--- config.mk ---
export PLATFORM = sky130hd
export DESIGN_NAME = multicycle_ctrl
export DESIGN_NICKNAME = d
export VERILOG_FILES = /design/src/rtl/multicycle_ctrl.sv
export SDC_FILE = /design/constraint.sdc
export NUM_CORES = 1
export LEC_CHECK = 0
export ABC_AREA = 1
export CAP_MARGIN = 20
export CORE_MARGIN = 2
export CORE_UTILIZATION = 45
export CTS_BUF_LIST = sky130_fd_sc_hd__clkbuf_2 sky130_fd_sc_hd__clkbuf_4 sky130_fd_sc_hd__clkbuf_8
export CTS_CLUSTER_SIZE = 16
export DETAILED_ROUTE_END_ITERATION = 6
export PLACE_DENSITY_LB_ADDON = 0.12
export SLEW_MARGIN = 10
export SYNTH_ARGS = -nofsm -noshare
export SYNTH_HDL_FRONTEND = slang
export SYNTH_SLANG_ARGS = --single-unit
--- constraint.sdc ---
create_clock -name clk_i -period 1.4 [get_ports clk_i]
set_input_delay 0.35 -clock clk_i [delete_from_list [all_inputs] [get_ports clk_i]]
set_output_delay 0.35 -clock clk_i [all_outputs]
set_load 0.005 [all_outputs]
--- src/rtl/multicycle_ctrl.sv ---
// Control FSM for a multi-cycle RISC-V datapath (LD, SD, OP-IMM, R-type, BEQ).
// Datapath enables and mux selects decode from the state register; the instruction counter counts retired instructions.
module multicycle_ctrl #(
    parameter int CNT_W = 32
) (
    input  logic             clk_i,
    input  logic             rst_i,
    input  logic [6:0]       opcode_i,
    input  logic             mem_ready_i,
    output logic             PCWrite_o,
    output logic             PCWriteCond_o,
    output logic             PCSource_o,
    output logic             IorD_o,
    output logic             MemRead_o,
    output logic             MemWrite_o,
    output logic             IRWrite_o,
    output logic             RegWrite_o,
    output logic             MemtoReg_o,
    output logic [1:0]       ALUSrcA_o,
    output logic [1:0]       ALUSrcB_o,
    output logic [1:0]       ALU_op_o,
    output logic [3:0]       state_o,
    output logic             retire_o,
    output logic             illegal_o,
    output logic [CNT_W-1:0] instr_cnt_o
);

    typedef enum logic [3:0] {
        S_IDLE     = 4'd0,
        S_FETCH    = 4'd1,
        S_DECODE   = 4'd2,
        S_MEM_ADDR = 4'd3,
        S_MEM_RD   = 4'd4,
        S_MEM_WB   = 4'd5,
        S_MEM_WR   = 4'd6,
        S_EXEC_R   = 4'd7,
        S_EXEC_I   = 4'd8,
        S_ALU_WB   = 4'd9,
        S_BRANCH   = 4'd10,
        S_TRAP     = 4'd11
    } state_t;

    localparam logic [6:0] OP_LOAD   = 7'b0000011;
    localparam logic [6:0] OP_STORE  = 7'b0100011;
    localparam logic [6:0] OP_RTYPE  = 7'b0110011;
    localparam logic [6:0] OP_IMM    = 7'b0010011;
    localparam logic [6:0] OP_BRANCH = 7'b1100011;

    state_t           state_q, state_d;
    logic [CNT_W-1:0] cnt_q, cnt_d;

    always_ff @(posedge clk_i or posedge rst_i) begin
        if (rst_i) begin
            state_q <= S_IDLE;
            cnt_q   <= '0;
        end else begin
            state_q <= state_d;
            cnt_q   <= cnt_d;
        end
    end

    always_comb begin
        state_d       = state_q;
        PCWrite_o     = 1'b0;
        PCWriteCond_o = 1'b0;
        PCSource_o    = 1'b0;
        IorD_o        = 1'b0;
        MemRead_o     = 1'b0;
        MemWrite_o    = 1'b0;
        IRWrite_o     = 1'b0;
        RegWrite_o    = 1'b0;
        MemtoReg_o    = 1'b0;
        ALUSrcA_o     = 2'b00;
        ALUSrcB_o     = 2'b00;
        ALU_op_o      = 2'b00;
        retire_o      = 1'b0;
        illegal_o     = 1'b0;
        case (state_q)
            S_IDLE: state_d = S_FETCH;
            S_FETCH: begin
                // IR and PC+4 load only in the cycle the memory delivers the word
                MemRead_o = 1'b1;
                ALUSrcB_o = 2'b01;
                IRWrite_o = mem_ready_i;
                PCWrite_o = mem_ready_i;
                if (mem_ready_i) state_d = S_FETCH_NEXT();
            end
            S_DECODE: begin
                ALUSrcB_o = 2'b10;
                case (opcode_i)
                    OP_LOAD, OP_STORE: state_d = S_MEM_ADDR;
                    OP_RTYPE:          state_d = S_EXEC_R;
                    OP_IMM:            state_d = S_EXEC_I;
                    OP_BRANCH:         state_d = S_BRANCH;
                    default:           state_d = S_TRAP;
                endcase
            end
            S_MEM_ADDR: begin
                ALUSrcA_o = 2'b01;
                ALUSrcB_o = 2'b10;
                state_d   = (opcode_i == OP_LOAD) ? S_MEM_RD : S_MEM_WR;
            end
            S_MEM_RD: begin
                MemRead_o = 1'b1;
                IorD_o    = 1'b1;
                if (mem_ready_i) state_d = S_MEM_WB;
            end
            S_MEM_WB: begin
                RegWrite_o = 1'b1;
                MemtoReg_o = 1'b1;
                retire_o   = 1'b1;
                state_d    = S_FETCH;
            end
            S_MEM_WR: begin
                // a store completes in the handshake cycle itself
                MemWrite_o = 1'b1;
                IorD_o     = 1'b1;
                if (mem_ready_i) begin
                    retire_o = 1'b1;
                    state_d  = S_FETCH;
                end
            end
            S_EXEC_R: begin
                ALUSrcA_o = 2'b01;
                ALU_op_o  = 2'b10;
                state_d   = S_ALU_WB;
            end
            S_EXEC_I: begin
                ALUSrcA_o = 2'b01;
                ALUSrcB_o = 2'b10;
                ALU_op_o  = 2'b11;
                state_d   = S_ALU_WB;
            end
            S_ALU_WB: begin
                RegWrite_o = 1'b1;
                retire_o   = 1'b1;
                state_d    = S_FETCH;
            end
            S_BRANCH: begin
                ALUSrcA_o     = 2'b01;
                ALU_op_o      = 2'b01;
                PCWriteCond_o = 1'b1;
                PCSource_o    = 1'b1;
                retire_o      = 1'b1;
                state_d       = S_FETCH;
            end
            S_TRAP: illegal_o = 1'b1;
            default: state_d = S_IDLE;
        endcase
    end

    function automatic state_t S_FETCH_NEXT();
        return S_DECODE;
    endfunction

    assign cnt_d       = retire_o ? cnt_q + {{(CNT_W-1){1'b0}}, 1'b1} : cnt_q;
    assign state_o     = state_q;
    assign instr_cnt_o = cnt_q;

endmodule

# --- After elaboration in Yosys (flattened, before gate mapping) ---
# Index checks and enable logic that the tools add are counted.
totals:
  ff_bits: 36
classes:
  n_addsub: 1
  n_eq_ne: 19
  mux: 19
  bitwise: 1
  n_reduce_logical: 11
ops:
  columns: ["cell", "count"]
  rows:
  - ["$add A32 B1 Y32 const B", 1]
  - ["$pmux W4 S8", 1]
  - ["$eq A4 B3 Y1 const B", 4]
  - ["$eq A4 B4 Y1 const B", 4]
  - ["$pmux W4 S4", 1]
  - ["$eq A7 B6 Y1 const B", 2]
  - ["$mux W4", 3]
  - ["$mux W1", 10]
  - ["$reduce_or A2 Y1", 5]
  - ["$eq A4 B2 Y1 const B", 2]
  - ["$reduce_or A4 Y1", 2]
  - ["$eq A7 B2 Y1 const B", 1]
  - ["$eq A7 B5 Y1 const B", 1]
  - ["$eq A7 B7 Y1 const B", 1]
  - ["$ne A2 B2 Y1 const B", 3]
  - ["$pmux W2 S3", 1]
  - ["$reduce_or A3 Y1", 2]
  - ["$eq A4 B1 Y1 const B", 1]
  - ["$logic_not A4 Y1", 1]
  - ["$pmux W2 S2", 1]
  - ["$reduce_and A4 Y1", 1]
  - ["$mux W2", 1]
  - ["$pmux W1 S2", 1]
  - ["$not A1 Y1", 1]

# --- Logic depth before layout (Yosys ltp) ---
# Gate-level depths: netlist of the first run.
logic_depth:
  ltp_word: 4
  ltp_mapped: 9
  ltp_nobuf: 9

# --- Worst setup path after synthesis of the first run ---
# No wires, ideal clock.
synth_timing:
  kind: "register to output"
  start: "register state_q[0] (netlist: state_o[0])"
  end: "output port PCWrite_o"
  arrival_ps: 1173
  required_time_ps: 1050
  path_slack_ps: -123
  path_stages_with_launch: 8
  n_path_buf: 1
  path_cell_list: "dfrtp_1 > inv_2 > nor2_1 > inv_1 > nor2_2 > inv_1 > nor2_1 > buf_4"
synth_via:
  elab_chain_cells: 2
synth_lines:
  columns: ["element", "line_no", "text"]
  rows:
  - ["start: declaration", "49", "state_t state_q, state_d;"]
  - ["start signal: assignment", "57", "state_q <= state_d;"]
  - ["$eq A4 B1 Y1", null, null]
  - ["$mux W1", null, null]
  - ["end: declaration", "10", "output logic PCWrite_o,"]
# No other way between the ends.

# --- Final worst setup path of the first run ---
layout_timing:
  start: "register cnt_q[18] (netlist: instr_cnt_o[18])"
  end: "register cnt_q[25] (netlist: instr_cnt_o[25])"
layout_via:
  elab_chain_cells: 1
layout_lines:
  columns: ["element", "line_no", "text"]
  rows:
  - ["start: declaration", "50", "logic [CNT_W-1:0] cnt_q, cnt_d;"]
  - ["start signal: assignment", "58", "cnt_q <= cnt_d;"]
  - ["$add A32 B1 Y32", "156", "assign cnt_d = retire_o ? cnt_q + {{(CNT_W-1){1'b0}}, 1'b1} : cnt_q;"]
# No other way between the ends.
# A chain may end at the register's enable or synchronous reset.

==> results of run 1 <==
## flip-flops by register name, summed over array words and instances (netlist names)
name         count
instr_cnt_o     32
state_o          4
## worst reg2reg max path: stages (launching register included)
cell and delay, ns:
dfrtp_1 0.40, buf_4 0.16, nand2_1 0.17, nor3_2 0.35, inv_1 0.14, nor2_1 0.25
nand3_1 0.25, nand2_1 0.17, nand2_1 0.08
## where the power goes
part	internal, W	total [W]	switching (W)
Clock	0.000630	0.00107	0.000445
Sequential	0.00119	0.00132	0.000139
Combinational	0.00252	0.00481	0.00229
Total	0.00434	0.00721	0.00287
## metrics by stage
step                setup WS, ns  TNS [ns]  std cells
floorplan                -0.0420   -0.0530        328
global placement          -0.523    -14.19        504
detailed placement        -0.534    -15.63        504
CTS                       -0.341    -11.02        567
global route              -0.771    -22.17        573
finish                    -0.672    -21.07        573
## layout make-up
type | count | area, sq um | area share
clock buffer | 7 | 96.3 | 0.0222
tap | 67 | 83.8 | 0.0193
timing repair buffer | 177 | 1610 | 0.371
sequential | 36 | 908 | 0.210
multi-input combinational | 247 | 1460 | 0.336
clock inverter | 1 | 30.0 | 0.00693
inverter | 38 | 153 | 0.0352
## cells in the mapped netlist (all sizes together)
cell    number  share of area
conb         1         0.0016
o21ai        8          0.018
nand4       10          0.027
inv         38          0.062
nor2        56           0.10
nand2      122           0.21
nand3       20          0.049
buf          7          0.030
o22ai        1         0.0027
xor2         5          0.019
dfrtp       36           0.39
ha           1         0.0055
a21oi        1         0.0022
nand3b       4          0.013
nor3         4         0.0088
xnor2       14          0.054
## final timing paths
path / cells past startpoint / slack [ns] / end
min: 3 / 0.39 / state_o[2]
max in group asynchronous: 3 / 0.79 / instr_cnt_o[15]
max reg2reg: 8 / -0.67 / instr_cnt_o[25]
max: 8 / -0.67 / instr_cnt_o[25]
min reg2reg: 1 / 0.54 / instr_cnt_o[8]
min in group clk_i: 1 / 0.54 / instr_cnt_o[8]
## logic make-up (layout without fill, tap and decap cells)
family,Yosys count,count (layout),synth area share
buffers and inverters,45,223,0.0920
adder cells (fa/ha/maj),1,1,0.00547
AO/OA/AOI/OAI,10,10,0.0224
flip-flops,36,36,0.394
XOR/XNOR,19,19,0.0728
AND/OR/NAND/NOR,216,216,0.412
other,1,1,0.00164
## timing repair
item                       4_1_cts  5_1_grt
pin swaps                       11       20
resized for setup              186       62
gates cloned                     5        0
setup buffers                   51       13
setup endpoints to repair       87       62
hold endpoints to repair         0        0
## layer usage
metal | GRT usage | vias to the layer above | part of all wire
met5 | 0 | - | 0
met4 | 0.212 | 0 | 0.083
met3 | 0.0776 | 137 | 0.12
met2 | 0.611 | 347 | 0.46
met1 | 0.392 | 1538 | 0.34
li1 | - | 1367 | -
==> results.sh, run 1 <==
export IMPL_worstSetupStartpointType="flip-flop"
export IMPL_port_buffers=61
export IMPL_utilization=0.899
export IMPL_startpoint="instr_cnt_o[18]"
export IMPL_critPathKind="reg2reg"
export IMPL_period_share=1.48
export IMPL_design_area_sq_um=4330
export IMPL_cts_clk_slew_worst_paths_ns=0.09
export IMPL_r2r_start="instr_cnt_o[18]"
export IMPL_antenna_left=0
export IMPL_synth_seq_cells=36
export IMPL_fmaxAchievable_ghz=0.483
export IMPL_finalHoldViolations=0
export IMPL_cts_tree="built"
export IMPL_cap_violations=0
export IMPL_fillers=224
export IMPL_worstPathArrival_ns=2.27
export IMPL_report_final_slew_viol_count=0
export IMPL_wl_per_cell_um=20.9
export IMPL_grt_pass1_vias=3134
export IMPL_postPlaceCellArea_sq_um=3370
export IMPL_critPathBufInv=2
export IMPL_drt_iter0_drc=462
export IMPL_nNetsFinal=516
export IMPL_drtPass1Iterations=7
export IMPL_cts_buffer_depth=2
export IMPL_die_area_sq_um=5670
export IMPL_die_w_um=75.3
export IMPL_drcViolationCount=10
export IMPL_min_period_ns=2.07
export IMPL_fin_skew_ns=0.00834
export IMPL_final_cell_mix="100 x nand2_1, 83 x buf_4, 35 x nor2_1, 31 x buf_6, 30 x dfrtp_1"
export IMPL_syn_inst=328
export IMPL_ys_types=24
export IMPL_diodes=0
export IMPL_endpoint_kind="flip-flop"
export IMPL_violations="DRC, setup timing"
export IMPL_core_area_sq_um=4820
export IMPL_hold_slack_ns=0.387
export IMPL_place_hpwl_um=4880
export IMPL_layout_drive_gt1_share=0.445
export IMPL_clock_latency_ns=0.30
export IMPL_syn_num_nets=339
export IMPL_ys_warn_count=0
export IMPL_start_util=0.475
export IMPL_grt_max_degree=37
export IMPL_track_usage=0.352
export IMPL_vdd_ir_drop_max_v=0.00133
export IMPL_grt_overflow=0
export IMPL_route_vias_total=3389
export IMPL_layout_commonest_cell="nand2_1"
export IMPL_worstPathRequired_ns=1.59
export IMPL_cts_sinks=36
export IMPL_htreeDepth=2
export IMPL_cts_buffers=5
export IMPL_root_buffer="clkbuf_8"
export IMPL_drt_total_wl_um=12000
export IMPL_hold_path_class="in2async"
export IMPL_die_h_um=75.3
export IMPL_routed_via_density=5.91
export IMPL_power_density_nw_per_um2=1660
export IMPL_ys_seq_area_frac=0.394
export IMPL_antenna_found_initial=0
export IMPL_run_status="finished with violations"
export IMPL_path_cells="buf_4 > nand2_1 > nor3_2 > inv_1 > nor2_1 > nand3_1 > nand2_1 > nand2_1"
export IMPL_cpPeakStageDelay_ns=0.40
export IMPL_io_pins=63
export IMPL_syn_area_sq_um=2290
export IMPL_avgSynthCellArea_sq_um=6.97
export IMPL_setup_slack_ns=-0.672
export IMPL_cp_max_fo=3
export IMPL_finalPower_w=0.00721
export IMPL_crit_family="simple AND/OR/NAND/NOR gates"
export IMPL_p_leak_nw=2.20
export IMPL_slowest_stage="dfrtp_1"
export IMPL_grt_pass1_wl_um=14800
export IMPL_gp_congestion=0.890
export IMPL_grt_setup_unrepaired="true"
export IMPL_holdBufCountCts=0
export IMPL_setup_violations_final=56
export IMPL_rows=25
export IMPL_crit_top_cell="nand2_1"
export IMPL_syn_to_final_growth_pct=89.5
Note: power is estimated with default switching activity, not from simulation.
==> run 2: changes to the inputs <==
--- a/config.mk
+++ b/config.mk
@@ -14,4 +14,5 @@
 export DETAILED_ROUTE_END_ITERATION = 6
+export GPL_ROUTABILITY_DRIVEN = 0
 export PLACE_DENSITY_LB_ADDON = 0.12
-export SLEW_MARGIN = 10
+export SLEW_MARGIN = 20
 export SYNTH_ARGS = -nofsm -noshare
--- a/constraint.sdc
+++ b/constraint.sdc
@@ -3,2 +3,2 @@
 set_output_delay 0.35 -clock clk_i [all_outputs]
-set_load 0.005 [all_outputs]
+set_load 0.1 [all_outputs]
==> run 2 against run 1 <==
Net effect: the flow now stops in 5_1_grt; synthesized cell count unchanged; area after synthesis unchanged.
==> results.sh, run 2 <==
export IMPL_cts_sinks=36
export IMPL_rows=25
export IMPL_stop_error="[ERROR DPL-0038] Utilization greater than 100%, impossible to legalize"
export IMPL_ys_flop_type="dfrtp_1"
export IMPL_synth_cells_most_frequent="112 x nand2_1, 51 x nor2_1, 36 x dfrtp_1"
export IMPL_syn_num_nets=339
export IMPL_post_place_cells=517
export IMPL_ys_seq_area_frac=0.394
export IMPL_ys_top_cells_by_area="dfrtp_1 39%, nand2_1 18%, nor2_1 8.4%"
export IMPL_port_buffers=61
export IMPL_worstEndpointGrtRepair="retire_o"
export IMPL_synth_compound_area_frac=0.0224
export IMPL_yosys_area_share_simple=0.412
export IMPL_place_hpwl_um=5740
export IMPL_ys_types=24
export IMPL_holdBufCountCts=0
export IMPL_die_w_um=75.3
export IMPL_synthAdderAreaFrac=0.00547
export IMPL_cts_buffer_depth=2
export IMPL_yosysMostFrequentCell="nand2_1"
export IMPL_io_pins=63
export IMPL_synth_seq_cells=36
export IMPL_synth_top_family_by_area="simple AND/OR/NAND/NOR gates"
export IMPL_htreeDepth=2
export IMPL_start_util=0.475
export IMPL_avgSynthCellArea_sq_um=6.97
export IMPL_synthMuxAreaShare=0
export IMPL_synth_top_cell_area_share=0.394
export IMPL_grt_max_degree=37
export IMPL_root_buffer="clkbuf_8"
export IMPL_synth_top_area_cell="dfrtp_1"
export IMPL_synthArstFlopShare=1.00
export IMPL_cts_buffers=5
export IMPL_die_h_um=75.3
export IMPL_worstEpCategory="top-level output"
export IMPL_run_status="did not finish"
export IMPL_ys_warn_count=0
export IMPL_synth_edf_count=0
export IMPL_syn_inst=328
export IMPL_synth_xor_area_frac=0.0728
export IMPL_syn_area_sq_um=2290
export IMPL_failing_step="5_1_grt"
[run 2: cell counts after synthesis]
Identical to the previous run, type by type.
[run 2: what timing repair did]
action                                  CTS
hold endpoints to repair                  0
gates resized for setup                  43
endpoints found under the setup margin   64
gates cloned                              2
pin swaps                                 7
buffers inserted                         17
[run 2: cells by family after synthesis]
logic type,Yosys count
adder cells (fa/ha/maj),1
XOR/XNOR,19
other,1
AO/OA/AOI/OAI,10
flip-flops,36
AND/OR/NAND/NOR,216
buffers and inverters,45
[run 2: per-stage QoR]
stage / hold slack, ns / setup TNS, ns / instance area (sq um) / worst slack, ns
floorplan: 0.501 / -38.13 / 2430 / -1.33
global placement: 0.506 / -7.07 / 4090 / -0.237
detailed placement: 0.527 / -9.03 / 4090 / -0.277
CTS: 0.424 / -15.26 / 4540 / -0.464
==> run 3: changes to the inputs <==
CORE_UTILIZATION = 40   (was 45)
CTS_BUF_LIST = not set   (was sky130_fd_sc_hd__clkbuf_2 sky130_fd_sc_hd__clkbuf_4 sky130_fd_sc_hd__clkbuf_8)
CTS_CLUSTER_SIZE = not set   (was 16)
PLACE_DENSITY_LB_ADDON = 0.15   (was 0.12)
clock period = 1.8 ns   (was 1.4 ns; I/O delays follow)
==> run 3 against run 2 <==
Net effect: the flow now finishes, with violations (setup timing).
==> results.sh, run 3 (same netlist as run 1, synthesis figures left out) <==
export IMPL_run_status="finished with violations"
export IMPL_violations="setup timing"
export IMPL_period_share=1.10
export IMPL_drcViolationCount=0
export IMPL_finalPower_w=0.00620
export IMPL_antenna_found_initial=0
export IMPL_largest_register_ff_count=32
export IMPL_route_vias_total=2462
export IMPL_rows=27
export IMPL_cp_max_fo=5
export IMPL_worstPathArrival_ns=1.53
export IMPL_worstSetupStartpointType="flip-flop"
export IMPL_setup_violations_final=16
export IMPL_seq_area_sq_um=918
export IMPL_track_usage=0.217
export IMPL_cts_buffer_depth=2
export IMPL_power_density_nw_per_um2=1560
export IMPL_grt_setup_unrepaired="true"
export IMPL_endpoint_kind="primary output"
export IMPL_layout_commonest_cell="nand2_1"
export IMPL_startpoint="state_o[3]"
export IMPL_grt_pass1_vias=2380
export IMPL_diodes=0
export IMPL_postPlaceCellArea_sq_um=3670
export IMPL_cpPeakStageDelay_ns=0.54
export IMPL_cap_violations=0
export IMPL_p_leak_nw=1.71
export IMPL_die_h_um=79.6
export IMPL_root_buffer="clkbuf_8"
export IMPL_die_w_um=79.6
export IMPL_r2r_end="instr_cnt_o[23]"
export IMPL_r2r_start="state_o[3]"
export IMPL_drt_total_wl_um=6760
export IMPL_nNetsFinal=431
export IMPL_endpoint="IRWrite_o"
export IMPL_worstPathRequired_ns=1.35
export IMPL_setup_tns_ns=-1.94
export IMPL_hold_path_class="in2async"
export IMPL_setup_slack_ns=-0.180
export IMPL_syn_to_final_growth_pct=74.2
export IMPL_clock_latency_ns=0.29
export IMPL_layout_drive_gt1_share=0.325
export IMPL_grt_overflow=0
export IMPL_core_area_sq_um=5510
export IMPL_multi_input_area_sq_um=1310
export IMPL_fillers=382
export IMPL_grt_pass1_wl_um=10700
export IMPL_cts_buffers=5
export IMPL_io_pins=63
export IMPL_reg2reg_depth=10
export IMPL_drt_iter0_drc=86
export IMPL_antenna_left=0
export IMPL_drtPass1Iterations=4
export IMPL_fmaxAchievable_ghz=0.505
export IMPL_report_final_slew_viol_count=0
export IMPL_htreeDepth=2
export IMPL_critPathKind="reg2out"
export IMPL_reg2reg_setup_slack_ns=0.06
export IMPL_die_area_sq_um=6340
export IMPL_grt_max_degree=37
export IMPL_path_cells="nor2_4 > inv_2 > nor2_4 > inv_4 > nor2_4 > buf_12"
export IMPL_wl_per_cell_um=13.7
export IMPL_final_cell_mix="109 x nand2_1, 53 x buf_12, 44 x nor2_1, 30 x dfrtp_1, 27 x inv_1"
export IMPL_finalHoldViolations=0
export IMPL_fin_skew_ns=0.0128
export IMPL_cts_sinks=36
export IMPL_start_util=0.415
export IMPL_routed_via_density=4.99
export IMPL_vdd_ir_drop_max_v=0.00166
export IMPL_min_period_ns=1.98
export IMPL_design_area_sq_um=3980
export IMPL_port_buffers=61
export IMPL_cts_clk_slew_worst_paths_ns=0.08
export IMPL_place_hpwl_um=4830
export IMPL_crit_top_cell="nor2_4"
export IMPL_slowest_stage="dfrtp_4"
export IMPL_cts_tree="built"
## run 3: power by group
part           total (W)  internal [W]  switching, W
registers        0.00112      0.000945      0.000174
clock network   0.000713      0.000411      0.000301
logic            0.00437       0.00154       0.00283
## run 3: layer usage
metal | track usage | up-vias | part of all wire
met5 | 0 | - | 0
met4 | 0.0759 | 0 | 0.016
met3 | 0.0396 | 10 | 0.048
met2 | 0.369 | 77 | 0.51
met1 | 0.276 | 1179 | 0.42
li1 | - | 1196 | -
## run 3: worst min-delay path by stage
| stage | slack, ns | endpoint |
|---|---|---|
| 2_1_floorplan | 0.60 | state_o[2] |
| 3_3_place_gp | 0.55 | instr_cnt_o[17] |
| 3_5_place_dp | 0.55 | instr_cnt_o[17] |
| 4_1_cts | 0.52 | instr_cnt_o[24] |
| 5_1_grt | 0.53 | instr_cnt_o[16] |
| 6_report | 0.50 | instr_cnt_o[4] |
## run 3: critical path: cells and delay by family, from the launching register on
family	cells	cell delay (ns)
buffers and inverters	3	0.31
AND/OR/NAND/NOR	3	0.38
flip-flops	1	0.54
## run 3: final cells by class
type / count / share of cell area
multi-input cells: 247 / 0.328
inverters: 38 / 0.0409
well taps: 72 / 0.0226
flip-flops and latches: 36 / 0.231
repair buffers: 92 / 0.350
clock inverters: 2 / 0.00880
clock buffers: 6 / 0.0182
## run 3: timing repair
action                                  in CTS  in global routing
endpoints found under the setup margin      14                 21
pin swaps                                    5                  2
setup buffers                               10                  5
resized for setup                            8                 17
hold buffers                                 0                  0
## run 3: stage by stage
stage	cells	utilization	hold WS (ns)	setup slack (ns)
2_1_floorplan	328	-	0.601	-1.01
3_5_place_dp	470	0.666	0.549	-0.0405
3_3_place_gp	470	0.666	0.547	-0.0152
4_1_cts	488	0.703	0.522	-0.145
6_report	493	0.723	0.503	-0.180
5_1_grt	493	0.723	0.530	-0.226
